File: src/rtl/pe_pkg.sv
// pe_pkg: shared state encoding and saturation classification for the processing element
package pe_pkg;
  typedef enum logic {IDLE, ACCUM} pe_state_e;
  // Classifies an (ACC_WIDTH+1)-bit sum from its two top bits: {overflowed, toward_min}
  function automatic logic [1:0] sat_kind(input logic sgn, input logic ext_msb, input logic msb);
    return sgn ? {ext_msb ^ msb, ext_msb} : {ext_msb, 1'b0};
  endfunction
endpackage

File: src/rtl/processing_element_acc_if.sv
// processing_element_acc_if: operand stream, echo stream and result chain of one systolic PE
interface processing_element_acc_if #(
  parameter int WIDTH = 16,
  parameter int ACC_WIDTH = 40
);
  logic                 in_valid;
  logic [WIDTH-1:0]     in_a;
  logic [WIDTH-1:0]     in_b;
  logic                 in_last;
  logic                 out_valid;
  logic [WIDTH-1:0]     out_a;
  logic [WIDTH-1:0]     out_b;
  logic                 out_last;
  logic                 in_c_valid;
  logic [ACC_WIDTH-1:0] in_c;
  logic                 out_c_valid;
  logic [ACC_WIDTH-1:0] out_c;
  modport master (
    output in_valid, in_a, in_b, in_last, in_c_valid, in_c,
    input  out_valid, out_a, out_b, out_last, out_c_valid, out_c
  );
  modport slave (
    input  in_valid, in_a, in_b, in_last, in_c_valid, in_c,
    output out_valid, out_a, out_b, out_last, out_c_valid, out_c
  );
endinterface

File: src/rtl/pe_mult_pipe.sv
// pe_mult_pipe: MUL_LAT-deep multiplier pipeline carrying valid/last tags with each product
module pe_mult_pipe
  import pe_pkg::*;
#(
  parameter int WIDTH = 16,
  parameter int MUL_LAT = 2,
  parameter int SIGNED = 1
) (
  input  logic               clk,
  input  logic               reset,
  input  logic               valid_i,
  input  logic [WIDTH-1:0]   a_i,
  input  logic [WIDTH-1:0]   b_i,
  input  logic               last_i,
  output logic               valid_o,
  output logic [2*WIDTH-1:0] prod_o,
  output logic               last_o,
  output logic               busy_o
);
  localparam int PW = 2 * WIDTH;
  logic signed [PW-1:0] prod_s;
  logic [PW-1:0]        prod_u;
  logic [PW-1:0]        prod_d;
  logic [MUL_LAT-1:0]   v_q;
  logic [MUL_LAT-1:0]   l_q;
  logic [PW-1:0]        p_q [MUL_LAT];
  // Signed and unsigned products kept in separate nets so signedness never leaks between them
  always_comb begin
    prod_s = $signed(a_i) * $signed(b_i);
    prod_u = a_i * b_i;
    prod_d = SIGNED != 0 ? prod_s : prod_u;
  end
  // First stage registers the raw product with its tags
  always_ff @(posedge clk) begin
    if (!reset) begin
      v_q[0] <= 1'b0;
      l_q[0] <= 1'b0;
      p_q[0] <= '0;
    end else begin
      v_q[0] <= valid_i;
      l_q[0] <= last_i;
      p_q[0] <= prod_d;
    end
  end
  for (genvar g = 1; g < MUL_LAT; g++) begin : g_stage
    // Remaining stages are plain delay registers for product and tags
    always_ff @(posedge clk) begin
      if (!reset) begin
        v_q[g] <= 1'b0;
        l_q[g] <= 1'b0;
        p_q[g] <= '0;
      end else begin
        v_q[g] <= v_q[g-1];
        l_q[g] <= l_q[g-1];
        p_q[g] <= p_q[g-1];
      end
    end
  end
  assign valid_o = v_q[MUL_LAT-1];
  assign last_o  = l_q[MUL_LAT-1];
  assign prod_o  = p_q[MUL_LAT-1];
  assign busy_o  = |v_q;
endmodule

File: src/rtl/processing_element_acc.sv
// processing_element_acc: systolic MAC cell with operand echo, tile accumulator and result chain
module processing_element_acc
  import pe_pkg::*;
#(
  parameter int WIDTH = 16,
  parameter int ACC_WIDTH = 40,
  parameter int MUL_LAT = 2,
  parameter int SIGNED = 1,
  parameter int SATURATE = 0
) (
  input  logic                      clk,
  input  logic                      reset,
  processing_element_acc_if.slave   p,
  output logic                      busy,
  output logic                      sat_hit,
  output logic                      err_ovf
);
  localparam int PW = 2 * WIDTH;
  localparam logic [ACC_WIDTH-1:0] MAX_V = SIGNED != 0 ? {1'b0, {(ACC_WIDTH-1){1'b1}}} : {ACC_WIDTH{1'b1}};
  localparam logic [ACC_WIDTH-1:0] MIN_V = SIGNED != 0 ? {1'b1, {(ACC_WIDTH-1){1'b0}}} : {ACC_WIDTH{1'b0}};
  logic                 m_valid;
  logic                 m_last;
  logic                 m_busy;
  logic [PW-1:0]        m_prod;
  logic [ACC_WIDTH:0]   prod_x;
  logic [ACC_WIDTH:0]   acc_x;
  logic [ACC_WIDTH:0]   sum_x;
  logic [1:0]           kind;
  logic [ACC_WIDTH-1:0] sum_d;
  logic                 done;
  logic                 sat_d;
  pe_state_e            state_q;
  logic [ACC_WIDTH-1:0] acc_q;
  logic [ACC_WIDTH-1:0] res_q;
  logic                 pend_q;
  logic [ACC_WIDTH-1:0] oc_q;
  logic                 ocv_q;
  logic                 sat_q;
  logic                 ovf_q;
  logic                 ov_q;
  logic [WIDTH-1:0]     oa_q;
  logic [WIDTH-1:0]     ob_q;
  logic                 ol_q;
  pe_mult_pipe #(.WIDTH(WIDTH), .MUL_LAT(MUL_LAT), .SIGNED(SIGNED)) u_mult (
    .clk(clk), .reset(reset),
    .valid_i(p.in_valid), .a_i(p.in_a), .b_i(p.in_b), .last_i(p.in_last),
    .valid_o(m_valid), .prod_o(m_prod), .last_o(m_last), .busy_o(m_busy)
  );
  // One guard bit above the accumulator exposes carry/overflow for clamping
  always_comb begin
    prod_x = {{(ACC_WIDTH+1-PW){SIGNED != 0 && m_prod[PW-1]}}, m_prod};
    acc_x  = {SIGNED != 0 && acc_q[ACC_WIDTH-1], acc_q};
    sum_x  = acc_x + prod_x;
    kind   = sat_kind(SIGNED != 0, sum_x[ACC_WIDTH], sum_x[ACC_WIDTH-1]);
    sum_d  = SATURATE != 0 && kind[1] ? (kind[0] ? MIN_V : MAX_V) : sum_x[ACC_WIDTH-1:0];
    done   = m_valid && m_last;
    sat_d  = SATURATE != 0 && m_valid && kind[1];
  end
  // Operands and tags pass east/south one cycle later regardless of anything else
  always_ff @(posedge clk) begin
    if (!reset) begin
      ov_q <= 1'b0;
      oa_q <= '0;
      ob_q <= '0;
      ol_q <= 1'b0;
    end else begin
      ov_q <= p.in_valid;
      oa_q <= p.in_a;
      ob_q <= p.in_b;
      ol_q <= p.in_last;
    end
  end
  // Tile FSM plus result chain: upstream wins, then pending result, else a fresh result bypasses straight out
  always_ff @(posedge clk) begin
    if (!reset) begin
      state_q <= IDLE;
      acc_q   <= '0;
      res_q   <= '0;
      pend_q  <= 1'b0;
      oc_q    <= '0;
      ocv_q   <= 1'b0;
      sat_q   <= 1'b0;
      ovf_q   <= 1'b0;
    end else begin
      if (m_valid) begin
        acc_q   <= m_last ? '0 : sum_d;
        state_q <= m_last ? IDLE : ACCUM;
      end
      if (sat_d) sat_q <= 1'b1;
      if (p.in_c_valid) begin
        oc_q  <= p.in_c;
        ocv_q <= 1'b1;
        if (done && pend_q) ovf_q <= 1'b1;
        if (done && !pend_q) begin
          res_q  <= sum_d;
          pend_q <= 1'b1;
        end
      end else if (pend_q) begin
        oc_q   <= res_q;
        ocv_q  <= 1'b1;
        pend_q <= done;
        if (done) res_q <= sum_d;
      end else if (done) begin
        oc_q  <= sum_d;
        ocv_q <= 1'b1;
        res_q <= sum_d;
      end else begin
        ocv_q <= 1'b0;
      end
    end
  end
  assign p.out_valid   = ov_q;
  assign p.out_a       = oa_q;
  assign p.out_b       = ob_q;
  assign p.out_last    = ol_q;
  assign p.out_c_valid = ocv_q;
  assign p.out_c       = oc_q;
  assign busy          = m_busy || state_q == ACCUM || pend_q;
  assign sat_hit       = sat_q;
  assign err_ovf       = ovf_q;
endmodule

File: src/flat_wrapper.sv
// flat-port wrapper written by rule: the top's interface ports become plain ports
module processing_element_acc_flat import pe_pkg::*;
#(
  parameter int WIDTH = 16,
  parameter int ACC_WIDTH = 40,
  parameter int MUL_LAT = 2,
  parameter int SIGNED = 1,
  parameter int SATURATE = 0
)
  (clk, reset, busy, sat_hit, err_ovf, p_in_valid, p_in_a, p_in_b, p_in_last, p_in_c_valid, p_in_c, p_out_valid, p_out_a, p_out_b, p_out_last, p_out_c_valid, p_out_c);
  processing_element_acc_if #(.WIDTH(WIDTH), .ACC_WIDTH(ACC_WIDTH)) p_i ();
  input  logic clk;
  input  logic reset;
  output logic busy;
  output logic sat_hit;
  output logic err_ovf;
  input wire logic [$bits(p_i.in_valid)-1:0] p_in_valid;
  input wire logic [$bits(p_i.in_a)-1:0] p_in_a;
  input wire logic [$bits(p_i.in_b)-1:0] p_in_b;
  input wire logic [$bits(p_i.in_last)-1:0] p_in_last;
  input wire logic [$bits(p_i.in_c_valid)-1:0] p_in_c_valid;
  input wire logic [$bits(p_i.in_c)-1:0] p_in_c;
  output wire logic [$bits(p_i.out_valid)-1:0] p_out_valid;
  output wire logic [$bits(p_i.out_a)-1:0] p_out_a;
  output wire logic [$bits(p_i.out_b)-1:0] p_out_b;
  output wire logic [$bits(p_i.out_last)-1:0] p_out_last;
  output wire logic [$bits(p_i.out_c_valid)-1:0] p_out_c_valid;
  output wire logic [$bits(p_i.out_c)-1:0] p_out_c;
  assign p_i.in_valid = p_in_valid;
  assign p_i.in_a = p_in_a;
  assign p_i.in_b = p_in_b;
  assign p_i.in_last = p_in_last;
  assign p_i.in_c_valid = p_in_c_valid;
  assign p_i.in_c = p_in_c;
  assign p_out_valid = p_i.out_valid;
  assign p_out_a = p_i.out_a;
  assign p_out_b = p_i.out_b;
  assign p_out_last = p_i.out_last;
  assign p_out_c_valid = p_i.out_c_valid;
  assign p_out_c = p_i.out_c;
  processing_element_acc #(.WIDTH(WIDTH), .ACC_WIDTH(ACC_WIDTH), .MUL_LAT(MUL_LAT), .SIGNED(SIGNED), .SATURATE(SATURATE)) u_core (.clk(clk), .reset(reset), .p(p_i), .busy(busy), .sat_hit(sat_hit), .err_ovf(err_ovf));
endmodule
File: config.mk
export PLATFORM = sky130hd
export DESIGN_NAME = processing_element_acc_flat
export DESIGN_NICKNAME = d
export VERILOG_FILES = /design/src/rtl/pe_pkg.sv /design/src/rtl/processing_element_acc_if.sv /design/src/rtl/pe_mult_pipe.sv /design/src/rtl/processing_element_acc.sv /design/src/flat_wrapper.sv
export SDC_FILE = /design/constraint.sdc
export NUM_CORES = 1
export LEC_CHECK = 0
export BUFFER_PORTS_ARGS = -buffer_cell sky130_fd_sc_hd__buf_2
export CORE_MARGIN = 4
export CORE_UTILIZATION = 24
export DETAILED_ROUTE_END_ITERATION = 8
export HOLD_SLACK_MARGIN = 0.15
export PLACE_DENSITY_LB_ADDON = 0.3
export REMOVE_ABC_BUFFERS = 1
export SETUP_SLACK_MARGIN = 0.3
export SYNTH_ARGS = -nofsm -noshare
export SYNTH_HDL_FRONTEND = slang
export SYNTH_SLANG_ARGS = --single-unit
File: constraint.sdc
create_clock -name clk -period 7.4 [get_ports clk]
set_input_delay 0.74 -clock clk [delete_from_list [all_inputs] [get_ports clk]]
set_output_delay 0.74 -clock clk [all_outputs]
set_load 0.02 [all_outputs]
# Word level (Yosys, flattened, before mapping)
# Memories as Yosys holds them, arrays and structs flattened.
# Index checks and enable logic that the tools add are counted.
# word_totals
out_inout_bits,78
regBits,160
mem_count,1
ramBits,64
inputBits,77
wordCells,47
# mem_list
name,words,width,read_ports,rd_clocked_by_memory_dff,write_ports,line_no,source
u_core.u_mult.p_q,2,32,2,0,2,pe_mult_pipe.sv:26,logic [PW-1:0] p_q [MUL_LAT];
# classes
addsub,1
n_bitwise,2
mux,17
n_eq_ne,1
mul,1
reduce_logical,11
# ops
operator,count
40-bit 2-to-1 mux,6
32-bit 2-to-1 mux,2
40-bit by 32-bit adder with 40-bit output,1
16-bit by 16-bit multiplier with 32-bit output,1
1-bit 2-to-1 mux,9
2-bit AND reduction,2
1-bit logical AND,3
3-bit nonzero test,1
1-bit logical OR,2
2-bit by 1-bit != test with 1-bit output (second input constant),1
1-bit bitwise OR,2
2-bit nonzero test,1
2-bit OR reduction,1
1-bit zero test,1

# Logic depth before layout (Yosys ltp)
# Gate-level depths: netlist of run 1.
# An unclocked memory read counts as a cell.
# logic_depth
ltp_word,5
depth_mapped,25
mapped_depth_nobuf,23

# Cells and area by module
# Synthesis of run 1 repeated with hierarchy kept, for this count alone.
# unflattened
hier_cells,2303
hier_area_um2,20278.2
# by_module_without_submodules
module,area_each_um2,cells_per_inst,seq_area_each_um2,instances
pe_mult_pipe,11757.5,1257,1361.3,1
processing_element_acc,8520.7,1046,3163.0,1

# Least setup slack after synthesis of run 1
# Ideal clock, no wire load.
# synth_path
path_type,input port to flip-flop
startpoint,in p_in_b[8]
endpoint,mem u_core.u_mult.p_q[0][30] (netlist bit)
path_slack_ps,721
n_path_buf,2
setup_ps,128
required_time_ps,7272
t_arrival_ps,6551
path_stages,25
path_cell_list,clkbuf_1 > clkbuf_1 > nand2_1 > fa_1 > inv_1 > fa_1 > inv_1 > fa_1 > inv_1 > fa_1 > fa_1 > inv_1 > fa_1 > inv_1 > ha_1 > a21o_1 > a21o_1 > a221oi_1 > o21ai_0 > a211oi_1 > o21ai_0 > o211ai_1 > a21oi_1 > xnor2_1 > nor2_1
# synth_rtl
item,line_no,source
from (decl),flat_wrapper.sv:19,input wire logic [$bits(p_i.in_b)-1:0] p_in_b;
to (decl),pe_mult_pipe.sv:26,

==> key figures, run 1 <==
STA
  – Final-report hold violation count: 0
  – Fin Setup TNS: 0 ns
  – Final Cycle Share: 85.5%
  – RSZ-0062 raised after global routing: false
  – Peak Freq: 158 MHz
  – Slew headroom: 25.9%
  – Tmin final: 6.32 ns
  – Pins Over Slew Limit: 0
  – Final setup viols: 0
  – Max Clock Skew: 0.0129 ns
  – Slew at the pin closest to its max-slew limit: 1.10 ns
  – Hold slack final: 0.359 ns

Critical path
  – Worst R2R Setup Slack: 3.60 ns
  – CP Max Fanout: 17
  – Buf/Inv on CP: 6
  – Max incr delay on CP: 0.55 ns
  – CP most frequent cell: fa_1
  – Critical path's slowest cell: fa_1
  – Critical path's top delay family: adder cells
  – Crit path required time: 7.87 ns
  – WS Path Type: input pin to register
  – Setup crit start kind: input pin
  – CP cell instances: buf_2 -> nand2_1 -> fa_1 -> inv_1 -> fa_1 -> inv_1 -> fa_1 -> inv_1 -> fa_1 -> fa_1 -> inv_1 -> fa_1 -> inv_1 -> ha_1 -> a21o_1 -> a21o_1 -> a221oi_1 -> o21ai_0 -> a211oi_1 -> o21ai_0 -> o211ai_1 -> a21oi_1 -> xnor2_1 -> nor2_1
  – CP endpoint kind: register
  – Critical Path AT: 6.79 ns

Power
  – Leakage: 10.3 nW
  – Clock Power Share: 13.8%
  – Worst VDD drop: 317 uV
  – Power Internal: 0.00562 W
  – P per Cell Area: 477 nW/um^2
  – Combinational share of power: 72.5%
  – Psw: 0.00500 W
  – Sw Ratio: 47.0%
  – Reg power frac: 13.8%

Floorplan
  – Row count: 103
  – Starting density of the core: 24.3%
  – CORE AREA: 79400 um^2
  – Die Ht: 292 um
  – Die X: 292 um
  – Top Ports: 155
  – Total die area: 85100 um^2

Cells and area
  – Antenna Cells: 0
  – Fill cells: 8621
  – Final Instance Area: 22300 um^2
  – Fin nets: 2747
  – Layout cell share with drive strength beyond 1: 11.0%
  – Area grow syn2layout: 15.4%

Route
  – Drt wl/cell: 16.6 um
  – Vias post-DR: 14600
  – Drt total wl: 55900 um
  – Metal1 wirelength: 27700 um
  – Metal3 WL: 1970 um
  – Antenna Violating Nets Remaining: 0
  – Top sig layer: met4
  – TritonRoute pass-1 iters: 5
  – DRC Markers: 0
  – Drt via density: 4.35
  – DRT iter0 DRCs: 781
  – WL met2: 25100 um

Logic synthesis
  – Synthesis-stage register bit count: 224
  – Synth Flop Type: dfxtp_1
  – Synthesis Warnings: 0
  – Seq/Total Area, Yosys: 23.2%
  – Post-synth cell types: 61
  – Post-synth EDFFs: 0
  – Netlist Area Pre-Place: 19300 um^2
  – Syn_area_per_cell: 8.89 um^2
  – Ys async rst share: 0%
  – Gate Count Post-Synth: 2172

Clock network
  – Hold buffers post-CTS: 0
  – Clock Path Buffers: 3
  – Root buffer cell: clkbuf_16
  – Post-cts sizing count: 0
  – H-tree levels: 1
  – Post-CTS setup buffers: 0
  – CTS tree: yes
  – CTS clk-pin slew, worst paths: 0.06 ns
  – CTS Buf Count: 31
  – Clk Latency, worst-skew pair: 0.60 ns
  – CTS Sinks: 224

Placed design
  – Final GP Congestion: 0.817
  – Port bufs: 153
  – Placed Area: 21300 um^2
  – Dpl hpwl: 43700 um

Global routing
  – Vias in the first global route: 15400
  – Antenna violations before repair: 2
  – Grt ovf: 0
  – Total track usage: 13.0%
  – First-pass GRT wire length: 89400 um
  – Largest net degree at the start of global routing: 69

Outcome
  – Status: complete, no violations

Run
  – Max cap viols: 0

Worst hold path
  – Min-Delay Path Class: input pin to register
[kinds of logic (layout without fill, tap and decap cells)]
kind of cell / count (synthesis) / count (layout) / synth area share, %
buf+inv: 402 / 541 / 7.83
other cells: 1 / 1 / 0.0194
xor+xnor: 67 / 67 / 3.08
mux: 11 / 11 / 0.570
simple gates: 706 / 706 / 17.6
fa+ha+maj: 384 / 384 / 35.1
compound gates: 377 / 377 / 12.6
flops: 224 / 224 / 23.2
[layout by cell type (no fill, tap or decap), types with 8 or more instances in the layout]
cell type / n
a211oi_1: 25
a21o_1: 26
a21oi_1: 136
a22oi_1: 14
and2_1: 208
buf_2: 152
buf_4: 36
clkbuf_16: 31
dfxtp_1: 224
fa_1: 263
ha_1: 121
inv_1: 293
mux2i_1: 11
nand2_1: 234
nand2b_1: 13
nand3_1: 23
nor2_1: 160
nor2b_1: 9
nor3_1: 17
o211ai_1: 35
o21a_1: 12
o21ai_0: 60
o21bai_1: 8
o221ai_1: 15
xnor2_1: 37
xor2_1: 29
[power by group through the flow]
stage | logic [W] | clock network [W] | registers, W
2_1_floorplan | 0.00600 | 0 | 0.00150
3_3_place_gp | 0.00776 | 0 | 0.00149
3_5_place_dp | 0.00777 | 0 | 0.00149
4_1_cts | 0.00783 | 0.00153 | 0.00146
5_1_grt | 0.00897 | 0.00158 | 0.00148
6_report | 0.00770 | 0.00146 | 0.00146
[stage by stage]
stage | utilization [%] | cells | setup WS (ns) | total power (W)
2_1_floorplan | - | 2065 | 1.06 | 0.00750
3_3_place_gp | 26.8 | 3303 | 0.466 | 0.00925
3_5_place_dp | 26.8 | 3303 | 0.434 | 0.00926
4_1_cts | 28.1 | 3361 | 1.09 | 0.0108
5_1_grt | 28.1 | 3361 | 0.696 | 0.0120
6_report | 28.1 | 3361 | 1.08 | 0.0106
[flip-flops by register name, summed over array words and instances (netlist names)]
register,cells
u_core.u_mult.last_o,1
u_core.p.out_last,1
u_core.res_q,40
u_core.p.out_c,40
u_core.p.out_a,16
u_core.acc_q,40
u_core.pend_q,1
u_core.state_q,1
u_core.p.out_c_valid,1
u_core.p.out_b,16
u_core.u_mult.valid_o,1
u_core.err_ovf,1
u_core.p.out_valid,1
u_core.u_mult.p_q,64
[final cells by class]
class                   instances  area (um^2)  share of cell area (%)
multi-input cells            1546        13300                    59.9
flip-flops and latches        224         4480                    20.1
well taps                    1050         1310                    5.89
inverters                     295         1110                    4.98
repair buffers                188         1030                    4.63
clock buffers                  40          830                    3.72
clock inverters                18          169                   0.758
[final timing paths]
kind,endpoint,depth (start not counted),start
max,u_core.u_mult.p_q[0][30],24,p_in_a[7]
min,u_core.p.out_last,2,p_in_last
min reg2reg,u_core.u_mult.p_q[1][18],1,u_core.u_mult.p_q[0][18]
max reg2reg,u_core.p.out_c[32],12,u_core.acc_q[0]
[cell usage after synthesis (5+ instances only)]
cell type / count / area [um^2]
inv_1: 294 / 1100
fa_1: 263 / 5270
nand2_1: 234 / 878
dfxtp_1: 224 / 4480
and2_1: 208 / 1300
nor2_1: 161 / 604
a21oi_1: 137 / 686
ha_1: 121 / 1510
clkbuf_1: 100 / 375
o21ai_0: 60 / 300
xnor2_1: 37 / 324
o211ai_1: 35 / 263
xor2_1: 29 / 254
a21o_1: 26 / 195
a211oi_1: 25 / 188
nand3_1: 24 / 120
nor3_1: 18 / 90.1
o221ai_1: 15 / 131
a22oi_1: 14 / 105
nand2b_1: 13 / 81.3
o21a_1: 12 / 90.1
mux2i_1: 11 / 110
nor2b_1: 9 / 56.3
o21bai_1: 8 / 60.1
and3_1: 7 / 43.8
nand3b_1: 7 / 52.6
buf_1: 6 / 22.5
or3_1: 6 / 37.5
a31oi_1: 5 / 31.3
nand4_1: 5 / 31.3
o211a_1: 5 / 50.1
[routing by layer]
layer | GRT usage, % | vias to the layer above
met1 | 18.6 | 7128
met5 | 0 | -
met2 | 21.3 | 240
li1 | - | 7187
met3 | 1.74 | 64
met4 | 2.36 | 0
Power figures use the tool's default switching activity.
==> run 2, diff against run 1 <==
--- a/config.mk
+++ b/config.mk
@@ -11,7 +11,6 @@
 export DETAILED_ROUTE_END_ITERATION = 8
 export HOLD_SLACK_MARGIN = 0.15
 export PLACE_DENSITY_LB_ADDON = 0.3
-export REMOVE_ABC_BUFFERS = 1
 export SETUP_SLACK_MARGIN = 0.3
 export SYNTH_ARGS = -nofsm -noshare
 export SYNTH_HDL_FRONTEND = slang
==> run 2 against run 1 <==
Cell count shrank 0.27%; sequential share of layout area is essentially flat; critical path depth shrank 2; die area is the same; design area is essentially flat; worst hold slack gained 0.010 ns; sequential power is essentially flat; flip-flop and latch count is the same; first-iteration DRC count shrank 0.26%; global-route usage shrank 0.56 points; via count shrank 0.78%; utilization is essentially flat; critical endpoint unchanged.
==> key figures, run 2 (synthesized netlist as in run 1, its figures left out) <==
Route
  – Vias post-DR: 14500 (-0.78%)
  – DRC Markers: 0 (unchanged)
  – Drt total wl: 53600 um (-4.0%)
  – DRT iter0 DRCs: 779 (-0.26%)
  – Antenna Violating Nets Remaining: 0 (unchanged)
  – TritonRoute pass-1 iters: 5 (unchanged)
  – Drt wl/cell: 16.0 um (-3.8%)
  – Drt via density: 4.33 (-0.51%)

Cells and area
  – Final Instance Area: 22300 um^2 (about the same)
  – Most frequent cells in the layout: 293 x inv_1, 263 x fa_1, 234 x nand2_1, 224 x dfxtp_1, 208 x and2_1
  – Layout cell share with drive strength beyond 1: 10.7% (-0.34 points)
  – Register area: 4480 um^2 (unchanged)
  – Max FFs per register: 64 (unchanged)
  – Fill cells: 8588 (-0.38%)
  – Fin cells: 3352 (-0.27%)
  – Biggest register: u_core.u_mult.p_q
  – Fin nets: 2739 (-0.29%)
  – Area of the multi-input gates: 13300 um^2 (-0.11%)
  – Area grow syn2layout: 15.3% (about the same)
  – Commonest non-fill, non-tap cell in the layout: inv_1
  – Fin util: 28.1% (about the same)

Floorplan
  – Die X: 292 um (unchanged)
  – Row count: 103 (unchanged)
  – Die Ht: 292 um (unchanged)
  – Starting density of the core: 24.3% (unchanged)
  – CORE AREA: 79400 um^2 (unchanged)
  – Total die area: 85100 um^2 (unchanged)
  – Top Ports: 155 (unchanged)

Outcome
  – Status: complete, no violations

STA
  – RSZ-0062 raised after global routing: false
  – Max Clock Skew: 0.00762 ns (-0.00526 ns)
  – Peak Freq: 156 MHz (-1.1%)
  – Fin Setup TNS: 0 ns (unchanged)
  – Final-report hold violation count: 0 (unchanged)
  – Final setup viols: 0 (unchanged)
  – Pins Over Slew Limit: 0 (unchanged)
  – Slew headroom: 34.1% (+8.2 points)
  – Tmin final: 6.40 ns (+0.0734 ns)
  – Final Cycle Share: 86.4% (+0.99 points)
  – Slew at the pin closest to its max-slew limit: 0.989 ns (-0.115 ns)

Critical path
  – Crit path required time: 7.86 ns (about the same)
  – Max incr delay on CP: 0.58 ns (+0.03 ns)
  – Setup crit start kind: input pin
  – CP endpoint kind: register
  – WS Path Type: input pin to register
  – CP cell instances: buf_2 -> nand2_1 -> fa_1 -> inv_1 -> fa_1 -> fa_1 -> fa_1 -> fa_1 -> inv_1 -> fa_1 -> inv_1 -> ha_1 -> a21o_1 -> a21o_1 -> a221oi_1 -> o21ai_0 -> a211oi_1 -> o21ai_0 -> o211ai_1 -> a21oi_1 -> xnor2_1 -> nor2_1
  – Critical path's top delay family: adder cells
  – Critical Path AT: 6.85 ns (+0.06 ns)
  – CP Max Fanout: 17 (unchanged)
  – Critical path's slowest cell: fa_1
  – Buf/Inv on CP: 4 (-2)
  – CP most frequent cell: fa_1

Placed design
  – Dpl hpwl: 42000 um (-3.8%)
  – Placed Cells: 3297 (-0.18%)
  – Final GP Congestion: 0.805 (-1.5%)
  – Placed Area: 21200 um^2 (-0.28%)
  – Port bufs: 153 (unchanged)

Global routing
  – Vias in the first global route: 14800 (-3.8%)
  – First-pass GRT wire length: 86000 um (-3.9%)
  – Largest net degree at the start of global routing: 87 (+26%)
  – Antenna violations before repair: 0 (-2)
  – Grt ovf: 0 (unchanged)
  – Total track usage: 12.5% (-0.56 points)

Power
  – Worst VDD drop: 395 uV (+25%)
  – P per Cell Area: 481 nW/um^2 (+1.0%)
  – Leakage: 10.3 nW (-0.12%)

Clock network
  – Post-cts sizing count: 0 (unchanged)
  – Root buffer cell: clkbuf_16
  – H-tree levels: 1 (unchanged)
  – CTS Sinks: 224 (unchanged)
  – Clock Path Buffers: 3 (unchanged)
  – CTS Buf Count: 29 (-6.5%)
  – Hold buffers post-CTS: 0 (unchanged)
  – CTS clk-pin slew, worst paths: 0.06 ns (about the same)
  – CTS tree: yes
  – Post-CTS setup buffers: 0 (unchanged)
  – Clk Latency, worst-skew pair: 0.58 ns (-0.02 ns)

Worst hold path
  – Min-Delay Path Class: input pin to register

Logic synthesis
  – Syn Nets: 2633

Run
  – Max cap viols: 0 (unchanged)
[run 2: cell type report]
| type | instances | area share (%) |
|---|---|---|
| antenna | 1 | 0.0112 |
| clock buffer | 40 | 3.76 |
| clock inverter | 14 | 0.905 |
| inverter | 295 | 4.98 |
| multi-input combinational | 1546 | 59.9 |
| sequential | 224 | 20.1 |
| tap | 1050 | 5.90 |
| timing repair buffer | 182 | 4.43 |
[run 2: power by group]
group	internal [W]	switching (W)	total (W)
Sequential	0.00141	0.0000522	0.00146
Clock	0.000934	0.000582	0.00152
Combinational	0.00338	0.00436	0.00774
[run 2: worst paths after layout]
| path | to | slack (ns) | cells after the start | start |
|---|---|---|---|---|
| worst min-delay path | u_core.p.out_valid | 0.37 | 2 | p_in_valid |
| worst max-delay path | u_core.u_mult.p_q[0][30] | 1.00 | 22 | p_in_a[8] |
| worst min register to register | u_core.u_mult.p_q[1][19] | 0.43 | 1 | u_core.u_mult.p_q[0][19] |
| worst max register to register | u_core.p.out_c[32] | 3.60 | 12 | u_core.acc_q[0] |
[run 2: metal layers]
layer	vias up	track usage (%)	share of wire, %
met3	30	1.85	5.5
li1	7169	-	-
met2	330	18.1	40
met1	6976	19.9	53
met5	-	0	0
met4	0	1.50	1.1
[run 2: worst register-to-register path, delay by kind of cell (launching register included)]
family / cells / cell delay, ns
fa+ha+maj: 2 / 0.68
mux: 1 / 0.15
flops: 1 / 0.31
compound gates: 6 / 1.79
simple gates: 3 / 0.79
[run 2: metrics by stage]
stage / setup WS, ns / hold WS, ns / power (W)
floorplan: 0.721 / 0.412 / 0.00753
global placement: 0.503 / 0.420 / 0.00926
detailed placement: 0.466 / 0.422 / 0.00925
CTS: 1.08 / 0.335 / 0.0109
global route: 0.649 / 0.339 / 0.0121
finish: 1.00 / 0.369 / 0.0107
==> run 3, diff against run 2 <==
--- a/config.mk
+++ b/config.mk
@@ -6,6 +6,8 @@
 export NUM_CORES = 1
 export LEC_CHECK = 0
 export BUFFER_PORTS_ARGS = -buffer_cell sky130_fd_sc_hd__buf_2
+export CELL_PAD_IN_SITES_DETAIL_PLACEMENT = 1
+export CELL_PAD_IN_SITES_GLOBAL_PLACEMENT = 1
 export CORE_MARGIN = 4
 export CORE_UTILIZATION = 24
 export DETAILED_ROUTE_END_ITERATION = 8
==> run 3 against run 2 <==
Die area stayed put; combinational power is 1% higher; worst setup slack worse by 0.073 ns; design area is 0.20% lower; cell count hardly changed; largest power group unchanged; clock skew is 0.010 ns higher.
==> key figures, run 3 (synthesized netlist as in run 1, its figures left out) <==
Cells and area
  – Max FFs per register: 64 (unchanged)
  – Most frequent cells in the layout: 293 x inv_1, 263 x fa_1, 234 x nand2_1, 224 x dfxtp_1, 208 x and2_1
  – Final Instance Area: 22200 um^2 (-0.20%)
  – Fin util: 28.0% (-0.057 points)
  – Layout cell share with drive strength beyond 1: 10.7% (about the same)
  – Area of the multi-input gates: 13300 um^2 (unchanged)
  – Biggest register: u_core.u_mult.p_q
  – Register area: 4480 um^2 (unchanged)
  – Commonest non-fill, non-tap cell in the layout: inv_1
  – Area grow syn2layout: 15.0%
  – Fin nets: 2738 (-0.037%)
  – Fill cells: 9394 (+9.4%)

STA
  – Slew at the pin closest to its max-slew limit: 1.19 ns (+0.201 ns)
  – Final-report hold violation count: 0 (unchanged)
  – Max Clock Skew: 0.0177 ns (+0.0101 ns)
  – Tmin final: 6.47 ns (+0.0731 ns)
  – Pins Over Slew Limit: 0 (unchanged)
  – Final Cycle Share: 87.4% (+0.99 points)
  – Final setup viols: 0 (unchanged)
  – Slew headroom: 20.0% (-14 points)
  – Peak Freq: 155 MHz (-1.1%)
  – RSZ-0062 raised after global routing: false
  – Fin Setup TNS: 0 ns (unchanged)

Critical path
  – Setup crit start kind: input pin
  – WS Path Type: input pin to register
  – Crit path required time: 7.86 ns (about the same)
  – Critical Path AT: 6.93 ns (+0.08 ns)
  – CP Max Fanout: 17 (unchanged)
  – CP endpoint kind: register

Clock network
  – Hold buffers post-CTS: 0 (unchanged)
  – CTS tree: yes
  – Post-CTS setup buffers: 0 (unchanged)
  – H-tree levels: 1 (unchanged)
  – CTS clk-pin slew, worst paths: 0.06 ns (about the same)
  – Clock Path Buffers: 3 (unchanged)
  – CTS Buf Count: 30 (+3.4%)
  – CTS Sinks: 224 (unchanged)
  – Post-cts sizing count: 0 (unchanged)
  – Root buffer cell: clkbuf_16
  – Clk Latency, worst-skew pair: 0.60 ns (+0.02 ns)

Floorplan
  – Total die area: 85100 um^2 (unchanged)
  – CORE AREA: 79400 um^2 (unchanged)
  – Top Ports: 155 (unchanged)
  – Die Ht: 292 um (unchanged)
  – Row count: 103 (unchanged)
  – Starting density of the core: 24.3% (unchanged)
  – Die X: 292 um (unchanged)

Power
  – Worst VDD drop: 366 uV (-7.4%)
  – Leakage: 10.2 nW (-0.33%)
  – P per Cell Area: 484 nW/um^2 (+0.58%)

Global routing
  – Antenna violations before repair: 0 (unchanged)
  – Total track usage: 13.6% (+1.1 points)
  – First-pass GRT wire length: 93900 um (+9.3%)
  – Vias in the first global route: 16500 (+11%)
  – Grt ovf: 0 (unchanged)
  – Largest net degree at the start of global routing: 68 (-22%)

Route
  – Drt total wl: 58200 um (+8.6%)
  – Drt via density: 4.48 (+3.6%)
  – DRT iter0 DRCs: 609 (-22%)
  – Antenna Violating Nets Remaining: 0 (unchanged)
  – Vias post-DR: 15000 (+3.5%)
  – DRC Markers: 0 (unchanged)
  – Drt wl/cell: 17.4 um (+8.6%)
  – TritonRoute pass-1 iters: 4 (-1)

Placed design
  – Port bufs: 153 (unchanged)
  – Dpl hpwl: 46100 um (+9.6%)
  – Final GP Congestion: 0.830 (+3.2%)
  – Placed Area: 21200 um^2 (about the same)

Logic synthesis
  – Syn Nets: 2633 (unchanged)

Run
  – Max cap viols: 0 (unchanged)

Outcome
  – Status: complete, no violations

Worst hold path
  – Min-Delay Path Class: input pin to register
[run 3: changes by cell type in the layout (fill, tap and decap cells not counted), moves of 2 or more]
| cell | before | now |
|---|---|---|
| clkinvlp_4 | 2 | 5 |
| clkinv_2 | 4 | 7 |
| inv_8 | 0 | 2 |
| bufinv_16 | 4 | 2 |
| clkbuf_8 | 7 | 3 |
| buf_4 | 30 | 28 |
[run 3: critical path, cell delays in order]
cell and delay, ns:
buf_2 0.34, nand2_1 0.14, fa_1 0.55, inv_1 0.06
fa_1 0.50, fa_1 0.59, fa_1 0.44, fa_1 0.50
inv_1 0.06, fa_1 0.47, inv_1 0.04, ha_1 0.34
a21o_1 0.21, a21o_1 0.18, a221oi_1 0.30, o21ai_0 0.25
a211oi_1 0.37, o21ai_0 0.25, o211ai_1 0.27, a21oi_1 0.12
xnor2_1 0.15, nor2_1 0.05
[run 3: path summary, 6_finish.rpt]
check                           depth (start not counted)  slack, ns                      from                        to
worst max-delay path                                   22       0.93                 p_in_a[8]  u_core.u_mult.p_q[0][30]
worst min register to register                          1       0.43  u_core.u_mult.p_q[0][26]  u_core.u_mult.p_q[1][26]
worst max register to register                         12       3.59           u_core.acc_q[0]        u_core.p.out_c[32]
worst min-delay path                                    2       0.35                p_in_valid        u_core.p.out_valid
[run 3: per-layer routing]
layer	GRT usage [%]	part of all wire [%]	wire length, um
met5	0	0	0
met1	19.6	50	29000
met3	2.15	4.2	2430
met2	21.6	44	25600
met4	2.53	2.1	1200
[run 3: area by class of cell]
| class | count | share of cell area [%] |
|---|---|---|
| well taps | 1050 | 5.91 |
| diodes | 1 | 0.0113 |
| flip-flops and latches | 224 | 20.2 |
| multi-input cells | 1546 | 60.0 |
| repair buffers | 180 | 4.37 |
| inverters | 295 | 4.99 |
| clock inverters | 19 | 0.929 |
| clock buffers | 36 | 3.61 |
[run 3: report_power, final]
part / switching [W] / total (W) / internal [W]
clock network: 0.000614 / 0.00147 / 0.000854
logic: 0.00442 / 0.00783 / 0.00341
registers: 0.0000529 / 0.00146 / 0.00141
[run 3: through the flow]
stage	power (W)	setup slack (ns)	hold WS [ns]	instances
2_1_floorplan	0.00753	0.721	0.412	2172
3_3_place_gp	0.00922	0.440	0.419	3295
3_5_place_dp	0.00943	0.242	0.421	3295
4_1_cts	0.0110	0.895	0.305	3350
5_1_grt	0.0122	0.505	0.323	3350
6_report	0.0108	0.930	0.347	3351
